### config.mk
export PLATFORM = sky130hd
export DESIGN_NAME = rsa_engine_arbiter
export DESIGN_NICKNAME = d
export VERILOG_FILES = /design/src/rtl/rsa_engine_arbiter.sv
export SDC_FILE = /design/constraint.sdc
export NUM_CORES = 1
export LEC_CHECK = 0
export CORE_AREA = 2 2 86 88
export CTS_BUF_LIST = sky130_fd_sc_hd__clkbuf_4 sky130_fd_sc_hd__clkbuf_8
export DETAILED_ROUTE_END_ITERATION = 12
export DIE_AREA = 0 0 88 90
export GPL_TIMING_DRIVEN = 0
export HOLD_SLACK_MARGIN = 0.1
export PLACE_DENSITY = 0.69
export SLEW_MARGIN = 20
export SYNTH_ARGS = -nofsm -noshare
export SYNTH_HDL_FRONTEND = slang
export SYNTH_SLANG_ARGS = --single-unit
### constraint.sdc
create_clock -name clk -period 5 [get_ports clk]
set_input_delay 1 -clock clk [delete_from_list [all_inputs] [get_ports clk]]
set_output_delay 1 -clock clk [all_outputs]
set_load 0.01 [all_outputs]
### src/rtl/rsa_engine_arbiter.sv
// Round-robin arbiter sharing one RSA-4096 engine among NUM_REQ requesters.
// Grants one job at a time, pulses the engine start, and aborts hung or cancelled jobs.
module rsa_engine_arbiter #(
  parameter int unsigned NUM_REQ = 4,
  parameter int unsigned IDX_W   = 2,
  parameter logic [31:0] TIMEOUT = 32'd1000000
) (
  input  logic               clk,
  input  logic               reset,
  input  logic [NUM_REQ-1:0] req,
  input  logic               abort,
  input  logic               eng_done,
  output logic               eng_go,
  output logic               eng_rst,
  output logic [NUM_REQ-1:0] gnt,
  output logic [IDX_W-1:0]   gnt_idx,
  output logic [NUM_REQ-1:0] ack,
  output logic [NUM_REQ-1:0] err,
  output logic               busy,
  output logic [7:0]         err_cnt
);

  typedef enum logic [1:0] {
    IDLE   = 2'd0,
    LAUNCH = 2'd1,
    BUSY   = 2'd2,
    RESP   = 2'd3
  } state_e;

  state_e               state_q;
  logic [31:0]          wd_cnt_q;
  logic [IDX_W-1:0]     rr_ptr_q;
  logic                 fail_q;
  logic [NUM_REQ-1:0]   gnt_q;
  logic [IDX_W-1:0]     gnt_idx_q;
  logic                 eng_go_q;
  logic                 eng_rst_q;
  logic [NUM_REQ-1:0]   ack_q;
  logic [NUM_REQ-1:0]   err_q;
  logic                 busy_q;
  logic [7:0]           err_cnt_q;

  logic [IDX_W-1:0]     win_idx_d;
  logic [NUM_REQ-1:0]   win_oh_d;
  logic [IDX_W-1:0]     rr_ptr_d;
  logic [7:0]           err_cnt_d;
  logic                 timeout_hit;
  logic                 found;
  logic [IDX_W-1:0]     scan_idx;

  // First pending request at or above the round-robin pointer, wrapping.
  always_comb begin
    win_idx_d = '0;
    win_oh_d  = '0;
    found     = 1'b0;
    scan_idx  = '0;
    for (int i = 0; i < int'(NUM_REQ); i++) begin
      scan_idx = IDX_W'((int'(rr_ptr_q) + i) % int'(NUM_REQ));
      if (!found && req[scan_idx]) begin
        found              = 1'b1;
        win_idx_d          = scan_idx;
        win_oh_d[scan_idx] = 1'b1;
      end
    end
  end

  assign rr_ptr_d    = (gnt_idx_q == IDX_W'(NUM_REQ - 1)) ? '0 : gnt_idx_q + IDX_W'(1);
  assign err_cnt_d   = (err_cnt_q == 8'hFF) ? err_cnt_q : err_cnt_q + 8'd1;
  assign timeout_hit = (wd_cnt_q == TIMEOUT - 32'd1);

  // Completion wins over abort/timeout when they coincide in BUSY.
  always_ff @(posedge clk or posedge reset) begin
    if (reset) begin
      state_q   <= IDLE;
      wd_cnt_q  <= '0;
      rr_ptr_q  <= '0;
      fail_q    <= 1'b0;
      gnt_q     <= '0;
      gnt_idx_q <= '0;
      eng_go_q  <= 1'b0;
      eng_rst_q <= 1'b0;
      ack_q     <= '0;
      err_q     <= '0;
      busy_q    <= 1'b0;
      err_cnt_q <= '0;
    end else begin
      eng_go_q  <= 1'b0;
      eng_rst_q <= 1'b0;
      ack_q     <= '0;
      err_q     <= '0;
      case (state_q)
        IDLE: begin
          if (|req) begin
            state_q   <= LAUNCH;
            gnt_q     <= win_oh_d;
            gnt_idx_q <= win_idx_d;
            eng_go_q  <= 1'b1;
            busy_q    <= 1'b1;
          end
        end
        LAUNCH: begin
          state_q  <= BUSY;
          wd_cnt_q <= '0;
        end
        BUSY: begin
          wd_cnt_q <= wd_cnt_q + 32'd1;
          if (eng_done) begin
            state_q <= RESP;
            fail_q  <= 1'b0;
            ack_q   <= gnt_q;
          end else if (abort || timeout_hit) begin
            state_q   <= RESP;
            fail_q    <= 1'b1;
            ack_q     <= gnt_q;
            err_q     <= gnt_q;
            eng_rst_q <= 1'b1;
          end
        end
        RESP: begin
          state_q   <= IDLE;
          gnt_q     <= '0;
          gnt_idx_q <= '0;
          busy_q    <= 1'b0;
          rr_ptr_q  <= rr_ptr_d;
          if (fail_q) begin
            err_cnt_q <= err_cnt_d;
          end
        end
        default: state_q <= IDLE;
      endcase
    end
  end

  assign eng_go  = eng_go_q;
  assign eng_rst = eng_rst_q;
  assign gnt     = gnt_q;
  assign gnt_idx = gnt_idx_q;
  assign ack     = ack_q;
  assign err     = err_q;
  assign busy    = busy_q;
  assign err_cnt = err_cnt_q;

endmodule
* After elaboration in Yosys (flattened, before gate mapping) *
Cells that the tools add are included.
W data, S select, Z words.

word-level totals
  register bits after elaboration = 62
  bits in latches = 0
  bits in writable memories = 0
  bits in read-only memories = 0
  input port bits = 8
  logic and storage cells = 109
  memories = 0

operators by class
  add/sub/neg operators = 6
  multiply operators = 0
  div/mod/pow operators = 0
  $lt $le $gt $ge = 8
  equality and inequality tests = 8
  shifts and indexed selects = 0
  muxes and demuxes = 51
  bitwise gates (word level) = 4
  reductions and logical operators = 20

operator list
  kind                     count
  $pmux W32 S2             1
  $mux W4                  10
  $add A32 B1 Y32 const B  1
  $eq A32 B20 Y1 const B   1
  $mux W1                  19
  $mux W2                  9
  $lt A2 B3 Y1 const B     4
  $or A4 B4 Y4             3
  $add A8 B1 Y8 const B    1
  $bmux W1 S2              4
  $demux W1 S2             4
  $eq A8 B8 Y1 const B     1
  $ge A2 B1 Y1 const B     4
  $pmux W2 S4              1
  $pmux W4 S2              1
  $logic_and A1 B1 Y1      7
  $eq A2 B2 Y1 const B     3
  $reduce_and A2 Y1        3
  $reduce_bool A2 Y1       3
  $add A2 B1 Y2 const B    2
  $add A2 B2 Y2 const B    2
  $pmux W2 S2              1
  $reduce_or A4 Y1         1
  $logic_not A1 Y1         3
  8 further kinds          8

* Logic depth before layout (Yosys ltp) *
Gate-level depths: netlist of run 1.

  depth after elaboration = 14
  gate-level depth with buffers = 9
  depth with buffers taken out = 7

* Worst setup path before layout of run 1 *
No wires, ideal clock.

  path kind = register to register
  start point = register rr_ptr_q[0]
  end point = register gnt_q[0], in the netlist gnt[0]
  data arrival time = 2268 ps
  required time = 4924 ps
  setup slack = 2655 ps
  cell stages (with the launch flop) = 9
  period minus slack after synthesis = 2345 ps
  path through = dfrtp_1 > buf_2 > inv_1 > ha_1 > clkbuf_1 > mux4_2 > nor3_2 > a21oi_1 > o21ai_1

between the ends
  cells in the longest elaborated chain, start to end = 14
  elaborated cells between the ends (all ways) = 49

RTL lines
  item                                                                   RTL line  text
  from (decl)                                                            32        logic [IDX_W-1:0] rr_ptr_q;
  from (signal assigned)                                                 124       rr_ptr_q <= rr_ptr_d;
  parallel branches: the longest is 11 deep, another holds $lt A2 B3 Y1  -
  $mux W4 (*)                                                            59        if (!found && req[scan_idx]) begin
  $mux W4 (*)                                                            93        if (|req) begin
  $pmux W4 S2 (*)                                                        91        case (state_q)
  to (signal assigned)                                                   95        gnt_q <= win_oh_d;
  to (decl)                                                              34        logic [NUM_REQ-1:0] gnt_q;

Every way passes the cells marked *. The select of a mux whose other input is x is not followed.
A chain may end at the register's enable or synchronous reset.

* Worst setup path after layout of run 1 *
  start point = register rr_ptr_q[0]
  end point = register gnt_q[2], in the netlist gnt[2]

The elaborated chain is that of the path after synthesis.

==> results.cfg, run 1 <==
[outcome]
outcome = complete, no violations

[synthesis]
synth_top_area_cell = dfrtp_1
synthFlopType = dfrtp_1
synth_area_per_cell_um2 = 9.696
syn_inst = 347
synth.top_cells.by_area = dfrtp_1 (46%), xor2_1 (7.0%), ha_1 (5.2%), nor2_1 (4.4%), nand2_1 (3.3%)
yosys.area.top_type_share = 0.4611
synth_edf_count = 0
synth_nets = 369
ys_ff_latch = 62
synth_area_um2 = 3364
ys_async_sr_fraction = 1.000
ys_seq_area_frac = 0.4611
yosys_warnings = 0
synthDistinctLibCells = 53

[die]
dieHeight_um = 90
initial_core_util = 0.4792
die_area_um2 = 7920
rows = 31
ios = 33
core_um2 = 7020
fp.dieW_um = 88

[worst_hold_path]
holdCritStartpoint = busy$_DFFE_PP0P_
hold_path.class = reg2reg
whs_path_depth = 1
min_to = busy$_DFFE_PP0P_

[clock_tree]
holdBufCountCts = 0
root_buffer = clkbuf_8
clockBufferDepth = 2
path_clk_slew_ns = 0.07
cts_tree = built
cts_max_level = 3
post_cts_buffers = 0
clock_latency_ns = 0.34
cts.repair.resized = 0
clkSinkCount = 62
cts_made_buffers = 9

[detailed_routing]
wl_per_cell_um = 14.44
dr.pass1.iters = 4
wirelength_mm = 7.119
vias = 2661
drt_iter0_drc = 128
final_antenna_net_count = 0
vias_per_cell = 5.398
drcViolationCount = 0

[power]
p_sw_mw = 0.7091
ir_drop_mv = 0.2436
pwr-share-clk = 0.264
combPwrFrac = 0.387
p_int_mw = 1.158
switching_share = 0.3797
power.density_nw_per_um2 = 462.1
p_seq_frac = 0.349
p_leak_nw = 1.784

[grt]
top_usage_layer = met2
grtUsageMet1 = 0.2553
use_met2 = 0.2986
grt_use_total = 0.1943
grt_max_degree = 51
grt_pass1_wl_mm = 12.25
antenna_found_initial = 0
grt_overflow = 0
grt_pass1_vias = 2654
use_met3 = 0.06244

[setup_path]
rr_endpoint = gnt[2]$_DFFE_PP0P_
critical_path_class = reg2reg
critPathMaxStageDelay_ns = 0.63
rrSetupSlack_ns = 2.22
arrival_ns = 3.03
worstReg2RegStart = rr_ptr_q[0]$_DFFE_PP0P_
cp_max_fo = 10
rr_worst_depth = 8
worstSetupStartpointType = flop
cp_num_buf_inv = 3
cp.required_ns = 5.26
cp-end-kind = flop
critical_path.cell_chain = buf_2 -> inv_1 -> ha_1 -> clkbuf_1 -> mux4_2 -> nor3_2 -> a21oi_1 -> o21ai_1
critPathLaunch = rr_ptr_q[0]$_DFFE_PP0P_
cp_slowest_cell = mux4_2
critPathTopFamily = buffers and inverters

[layout]
postLayoutCellArea_um2 = 4041
multi_input_area_um2 = 1712
layout.nets = 411
drive_above_1_share = 0.09137
diodes = 0
instances_no_fill = 493
regArea_um2 = 1551
area_growth_pct = 20.12
fillCellCount = 652

[timing]
setup_viol = 0
slew_headroom = 0.5539
rsz0062_at_grt = no
hold_viol = 0
skew_ns = 0.007171
fin_setup_tns_ns = 0
tightest_slew_ns = 0.6622
fin_crit_sh = 0.5551
final.min_clock_period_ns = 2.776
drv_slew = 0
fin_ws_ns = 2.224
fmaxAchievable_mhz = 360.3

[place]
gp_congestion = 0.7638
pre_cts_ws_ns = 1.993
dp_cells = 477
place_area_um2 = 3819
dp_hpwl_mm = 4.927
port_buffers = 30

[flow_run]
cap_violations = 0
## registers in the layout, summed over array words and instances, names as in the netlist
name and flops:
ack 4, wd_cnt_q 32, err_cnt 8, eng_go 1, state_q 2, busy 1
fail_q 1, gnt_idx 2, err 4, rr_ptr_q 2, eng_rst 1, gnt 4
## area by class of cell
cell class / instances / share of cell area
inverter: 9 / 0.008978
clock buffer: 10 / 0.03406
timing repair buffer: 31 / 0.08111
sequential: 62 / 0.3839
tap: 99 / 0.03065
multi-input combinational: 261 / 0.4235
clock inverter: 6 / 0.02105
buffer: 15 / 0.01672
## worst max path at each step
stage	to	slack, ns	depth (start not counted)
6_report	gnt[2]$_DFFE_PP0P_	2.22	8
3_3_place_gp	err[1]$_DFF_PP0_	1.32	2
5_1_grt	gnt[2]$_DFFE_PP0P_	2.07	8
3_5_place_dp	gnt[1]$_DFFE_PP0P_	1.99	7
4_1_cts	gnt[2]$_DFFE_PP0P_	2.21	8
2_1_floorplan	ack[0]$_DFF_PP0_	2.46	1
## layer usage
| layer | vias up | share of wire |
|---|---|---|
| li1 | 1310 | - |
| met4 | 0 | 0.016 |
| met2 | 58 | 0.48 |
| met3 | 12 | 0.036 |
| met1 | 1281 | 0.47 |
| met5 | - | 0 |
## cells in the mapped netlist, types with 5 or more instances
| cell type | number |
|---|---|
| clkbuf_1 | 9 |
| inv_1 | 9 |
| nand3_1 | 15 |
| nor2_1 | 39 |
| ha_1 | 14 |
| and2_1 | 10 |
| nand4_1 | 16 |
| o21ai_0 | 14 |
| dfrtp_1 | 62 |
| nand2_1 | 30 |
| and3_1 | 8 |
| o21ai_1 | 5 |
| a21oi_1 | 10 |
| xnor2_1 | 5 |
| nor3_1 | 5 |
| nor2b_1 | 6 |
| xor2_1 | 27 |
## cells in the final DEF, fill, tap and decap left out, types with 3 or more instances in the layout
master	synthesis	final
dfrtp_1	62	62
nor2_1	39	39
nand2_1	30	30
clkdlybuf4s50_1	0	30
xor2_1	27	27
nand4_1	16	16
nand3_1	15	15
o21ai_0	14	14
ha_1	14	14
and2_1	10	10
a21oi_1	10	10
clkbuf_8	0	10
clkbuf_1	9	9
inv_1	9	8
and3_1	8	8
nor2b_1	6	6
xnor2_1	5	5
o21ai_1	5	5
nor3_1	5	5
or3_1	4	4
and4_1	4	4
nor4_1	4	4
mux2_2	4	4
a32oi_1	4	4
buf_2	3	3
o211ai_1	3	3
## kinds of logic after synthesis
logic type | Yosys count | synth area share
simple gates | 160 | 0.2577
flops | 62 | 0.4611
compound gates | 48 | 0.08851
xor+xnor | 32 | 0.08330
buf+inv | 24 | 0.03012
fa+ha+maj | 14 | 0.05206
mux | 7 | 0.02715
## power by group through the flow
stage	sequential (mW)	combinational (mW)	clock [mW]
after floorplan	0.663	0.470	0
after global placement	0.657	0.700	0
after detailed placement	0.660	0.722	0
after CTS	0.651	0.727	0.507
after global routing	0.662	0.810	0.529
final	0.652	0.722	0.494
## stage by stage
stage	utilization	hold slack [ns]	power, mW
finish	0.5757	0.4871	1.868
global route	0.5757	0.5312	2.001
CTS	0.5757	0.4920	1.886
detailed placement	0.5439	0.4699	1.381
global placement	0.5397	0.4720	1.357
floorplan	-	0.4913	1.133
Note: power is estimated with default switching activity, not from simulation.
==> run 2, diff against run 1 <==
--- a/config.mk
+++ b/config.mk
@@ -11,7 +11,7 @@
 export DIE_AREA = 0 0 88 90
 export GPL_TIMING_DRIVEN = 0
 export HOLD_SLACK_MARGIN = 0.1
-export PLACE_DENSITY = 0.69
+export PLACE_DENSITY = 0.72
 export SLEW_MARGIN = 20
 export SYNTH_ARGS = -nofsm -noshare
 export SYNTH_HDL_FRONTEND = slang
==> constraint.sdc (replaced) <==
create_clock -name clk -period 2.2 [get_ports clk]
set_input_delay 0.44 -clock clk [delete_from_list [all_inputs] [get_ports clk]]
set_output_delay 0.44 -clock clk [all_outputs]
set_load 0.01 [all_outputs]
==> run 2 against run 1 <==
Compared with the run above:
- the flow now finishes with violations (negative setup slack)
- core utilization is 2.0 points higher
- clock-buffer cell count up 1
- total power increased by 140%
- flip-flop and latch count stayed put
- die area unchanged
- register-to-register slack got worse by 2.2 ns
- largest power group unchanged
==> results.cfg, run 2 (synthesis results as in run 1) <==
[setup_path]
cp.required_ns = 2.46
rr_endpoint = gnt[0]$_DFFE_PP0P_
worstSetupStartpointType = flop
cp-end-kind = flop
critical_path_class = reg2reg
worstReg2RegStart = rr_ptr_q[0]$_DFFE_PP0P_
rr_worst_depth = 8
rrSetupSlack_ns = -0.004
cp_max_fo = 8
arrival_ns = 2.47

[outcome]
outcome = finished with violations
violations = negative setup slack

[timing]
skew_ns = 0.01016
drv_slew = 0
hold_viol = 0
tightest_slew_ns = 0.5351
fin_crit_sh = 1.002
final.min_clock_period_ns = 2.204
slew_headroom = 0.6409
setup_viol = 1
fin_ws_ns = -0.004111
fmaxAchievable_mhz = 453.7
rsz0062_at_grt = yes

[layout]
finish.utilization = 0.5953
largest_reg_flops = 32
drive_above_1_share = 0.1393
postLayoutCellArea_um2 = 4179
top_register = wd_cnt_q
layout.nets = 420
final_cell_mix = dfrtp_1 (60), nor2_1 (38), nand2_1 (30), clkdlybuf4s50_1 (30), xor2_1 (27)
fillCellCount = 592
area_growth_pct = 24.21
diodes = 0
layout_commonest_cell = dfrtp_1

[grt]
grt_pass1_vias = 2650
grt_max_degree = 47
grt_overflow = 0
antenna_found_initial = 0
grt_pass1_wl_mm = 12.48
grt_use_total = 0.1992

[detailed_routing]
wl_per_cell_um = 14.69
drcViolationCount = 0
vias = 2717
drt_iter0_drc = 93
vias_per_cell = 5.423
wirelength_mm = 7.359
final_antenna_net_count = 0
dr.pass1.iters = 4

[power]
p_total_mw = 4.534
combPwrFrac = 0.433
power.density_nw_per_um2 = 1085
ir_drop_mv = 0.6563
p_seq_frac = 0.323
p_int_mw = 2.877
p_leak_nw = 1.849
switching_share = 0.3654
p_sw_mw = 1.657
pwr-share-clk = 0.245

[clock_tree]
cts_max_level = 3
cts_tree = built
clock_latency_ns = 0.33
clockBufferDepth = 2
cts_made_buffers = 9
root_buffer = clkbuf_8
holdBufCountCts = 0
path_clk_slew_ns = 0.07
clkSinkCount = 62

[place]
gp_congestion = 0.7989
port_buffers = 30
dp_hpwl_mm = 4.992
place_area_um2 = 3829

[die]
initial_core_util = 0.4792
rows = 31
die_area_um2 = 7920
dieHeight_um = 90
fp.dieW_um = 88
core_um2 = 7020
ios = 33

[worst_hold_path]
hold_path.class = in2async

[flow_run]
cap_violations = 0
## run 2: worst max-delay path by stage
stage / start / end / slack (ns) / cells past startpoint
floorplan: rr_ptr_q[0]$_DFFE_PP0P_ / gnt[0]$_DFFE_PP0P_ / 0.02 / 8
global placement: reset / wd_cnt_q[25]$_DFFE_PP0P_ / -0.85 / 2
detailed placement: rr_ptr_q[0]$_DFFE_PP0P_ / gnt_idx[1]$_DFFE_PP0P_ / -0.29 / 8
CTS: rr_ptr_q[0]$_DFFE_PP0P_ / gnt[0]$_DFFE_PP0P_ / 0.02 / 8
global route: rr_ptr_q[0]$_DFFE_PP0P_ / gnt[2]$_DFFE_PP0P_ / -0.1 / 8
finish: rr_ptr_q[0]$_DFFE_PP0P_ / gnt[0]$_DFFE_PP0P_ / -0.004 / 8
## run 2: critical path, stage by stage (launching register included)
cell	delay, ns
dfrtp_2	0.39
buf_8	0.12
clkinvlp_4	0.09
ha_4	0.28
buf_8	0.11
mux4_2	0.61
nor3_4	0.31
a21oi_1	0.11
o21ai_1	0.13
## run 2: per-stage QoR
stage / std cells / setup TNS, ns / hold slack (ns) / setup slack (ns)
floorplan: 347 / 0 / 0.4913 / 0.01574
global placement: 476 / -53.95 / 0.4630 / -0.8513
detailed placement: 477 / -1.651 / 0.4650 / -0.2914
CTS: 495 / 0 / 0.3849 / 0.02092
global route: 501 / -0.3994 / 0.4075 / -0.09849
finish: 501 / -0.004111 / 0.3897 / -0.004111
## run 2: timing repair
item	in CTS	in global routing
pin swaps	1	7
setup endpoints to repair	7	28
buffers inserted	3	6
resized for setup	9	12
## run 2: power groups by stage
stage          logic [mW]  clock network [mW]  registers [mW]
2_1_floorplan        1.09                   0            1.51
3_3_place_gp         1.62                   0            1.49
3_5_place_dp         1.67                   0            1.50
4_1_cts              1.79                1.13            1.46
5_1_grt              2.19                1.19            1.49
6_report             1.96                1.11            1.46
## run 2: layer usage
layer  up-vias  GRT usage  share of wire
li1       1322          -              -
met1      1342     0.2707           0.47
met2        43     0.3062           0.49
met3        10    0.03581          0.025
met4         0    0.09231          0.015
met5         -          0              0
## run 2: layout make-up
| class | count | area [µm²] | area share |
|---|---|---|---|
| Buffer | 15 | 95.09 | 0.02275 |
| Clock buffer | 11 | 151.4 | 0.03623 |
| Clock inverter | 4 | 70.07 | 0.01677 |
| Inverter | 9 | 40.04 | 0.009581 |
| Multi-Input combinational cell | 261 | 1749 | 0.4186 |
| Sequential cell | 62 | 1554 | 0.3719 |
| Tap cell | 99 | 123.9 | 0.02964 |
| Timing Repair Buffer | 40 | 395.4 | 0.09461 |
==> run 3, diff against run 2 <==
==> constraint.sdc (replaced) <==
create_clock -name clk -period 1.9 [get_ports clk]
set_input_delay 0.38 -clock clk [delete_from_list [all_inputs] [get_ports clk]]
set_output_delay 0.38 -clock clk [all_outputs]
set_load 0.01 [all_outputs]
==> run 3 against run 2 <==
Compared with the run above:
- the flow still finishes with violations (negative setup slack)
- global-route usage up 0.74 points
- clock power up 12%
- sequential power up 17%
- flip-flop and latch count unchanged
- total power up 17%
- non-clock buffer count down 1
- die area unchanged
- clock-buffer cell count up 1
- final cell count unchanged
- maximum frequency up 15%
- critical endpoint is now gnt[1]$_DFFE_PP0P_
- largest power group unchanged
==> results.cfg, run 3 (synthesis results as in run 1) <==
[clock_tree]
clock_latency_ns = 0.35
path_clk_slew_ns = 0.07
cts_max_level = 3
cts_made_buffers = 9
holdBufCountCts = 0
clockBufferDepth = 2
cts_tree = built
root_buffer = clkbuf_8
clkSinkCount = 62

[timing]
fin_ws_ns = -0.01713
fin_crit_sh = 1.009
final.min_clock_period_ns = 1.917
drv_slew = 0
fmaxAchievable_mhz = 521.6
tightest_slew_ns = 0.5235
slew_headroom = 0.6487
rsz0062_at_grt = yes
setup_viol = 2
hold_viol = 0
skew_ns = 0.01299

[die]
core_um2 = 7020
rows = 31
dieHeight_um = 90
ios = 33
initial_core_util = 0.4792
fp.dieW_um = 88
die_area_um2 = 7920

[layout]
largest_reg_flops = 32
top_register = wd_cnt_q
diodes = 0
fillCellCount = 606
layout.nets = 419
final_cell_mix = dfrtp_1 (58), nor2_1 (38), nand2_1 (30)
area_growth_pct = 27.56
layout_commonest_cell = dfrtp_1
finish.utilization = 0.6113
drive_above_1_share = 0.1891

[power]
p_leak_nw = 1.883
p_total_mw = 5.292
power.density_nw_per_um2 = 1233
ir_drop_mv = 0.8052

[detailed_routing]
dr.pass1.iters = 4
final_antenna_net_count = 0
vias = 2719
wirelength_mm = 7.494
drt_iter0_drc = 170
drcViolationCount = 0
wl_per_cell_um = 14.96
vias_per_cell = 5.427

[place]
gp_congestion = 0.7903
port_buffers = 30
dp_hpwl_mm = 5.036
pre_cts_ws_ns = -0.4785

[setup_path]
worstSetupStartpointType = flop
arrival_ns = 2.19
critical_path.cell_chain = inv_8 -> ha_4 -> mux4_2 -> nor3_4 -> a21oi_1 -> o21ai_1
critPathMaxStageDelay_ns = 0.60
cp_slowest_cell = mux4_2
cp-end-kind = flop
cp.required_ns = 2.17
cp_max_fo = 6
critical_path_class = reg2reg

[grt]
antenna_found_initial = 0
grt_overflow = 0
grt_pass1_wl_mm = 12.79
grt_use_total = 0.2066
grt_max_degree = 30
grt_pass1_vias = 2677

[flow_run]
cap_violations = 0

[outcome]
violations = negative setup slack
outcome = finished with violations

[worst_hold_path]
hold_path.class = in2async
run 3: cell types whose count changed in the layout (fill, tap and decap cells not counted), sizes merged:
| cell | change |
|---|---|
| dlymetal6s2s | +1 |
| clkbuf | -2 |
| clkinvlp | +1 |
| clkdlybuf4s50 | -1 |
| buf | +2 |
| bufinv | -1 |
run 3: metal layers:
layer / GRT usage / wire [µm] / vias up
met5: 0 / 0 / -
met4: 0.07051 / 111 / 0
met3: 0.05877 / 283 / 9
met2: 0.3283 / 3840 / 45
met1: 0.2685 / 3259 / 1338
li1: - / - / 1327
run 3: final cells by class:
class / count / area, µm² / share of cell area
buffer: 12 / 65.06 / 0.01516
clock buffer: 12 / 158.9 / 0.03703
clock inverter: 4 / 55.05 / 0.01283
inverter: 9 / 47.55 / 0.01108
multi-input combinational: 261 / 1867 / 0.4350
sequential: 62 / 1556 / 0.3627
tap: 99 / 123.9 / 0.02886
timing repair buffer: 42 / 417.9 / 0.09738
run 3: per-stage QoR:
| step | area [µm²] | TNS, ns | hold WS, ns | std cells |
|---|---|---|---|---|
| floorplan | 3417 | -0.4095 | 0.4700 | 347 |
| global placement | 3841 | -6.684 | 0.4606 | 476 |
| detailed placement | 3881 | -7.754 | 0.4666 | 478 |
| CTS | 4190 | -0.2734 | 0.2711 | 499 |
| global route | 4292 | -0.5490 | 0.2822 | 501 |
| finish | 4292 | -0.01954 | 0.2823 | 501 |
run 3: what timing repair did:
item / CTS / global route
hold endpoints to repair: 0 / 0
cloned: 0 / 0
gates resized for setup: 17 / 28
setup buffers: 6 / 4
pin swaps: 9 / 8
endpoints found under the setup margin: 36 / 42
run 3: power breakdown:
group	total [mW]	switching, mW	leakage [nW]	internal, mW
clock network	1.24	0.541	0.106	0.696
registers	1.71	0.191	0.836	1.52
logic	2.34	1.30	0.941	1.04
run 3: worst paths after layout:
path,from,endpoint,slack (ns),depth (start not counted)
setup / recovery,rr_ptr_q[0]$_DFFE_PP0P_,gnt[1]$_DFFE_PP0P_,-0.02,6
hold / removal,reset,err_cnt[5]$_DFFE_PP0P_,0.28,2
setup reg to reg,rr_ptr_q[0]$_DFFE_PP0P_,gnt[1]$_DFFE_PP0P_,-0.02,6
hold reg to reg,busy$_DFFE_PP0P_,busy$_DFFE_PP0P_,0.48,1
max in group asynchronous,reset,rr_ptr_q[1]$_DFFE_PP0P_,1.02,4
min in group clk,busy$_DFFE_PP0P_,busy$_DFFE_PP0P_,0.48,1
run 3: critical path, delay by kind of cell (launching register included):
family | cells | cell delay, ns
AOI/OAI and AO/OA | 2 | 0.23
buffers and inverters | 1 | 0.04
adders and majority gates | 1 | 0.28
muxes | 1 | 0.60
DFF | 1 | 0.44
and+or+nand+nor | 1 | 0.25
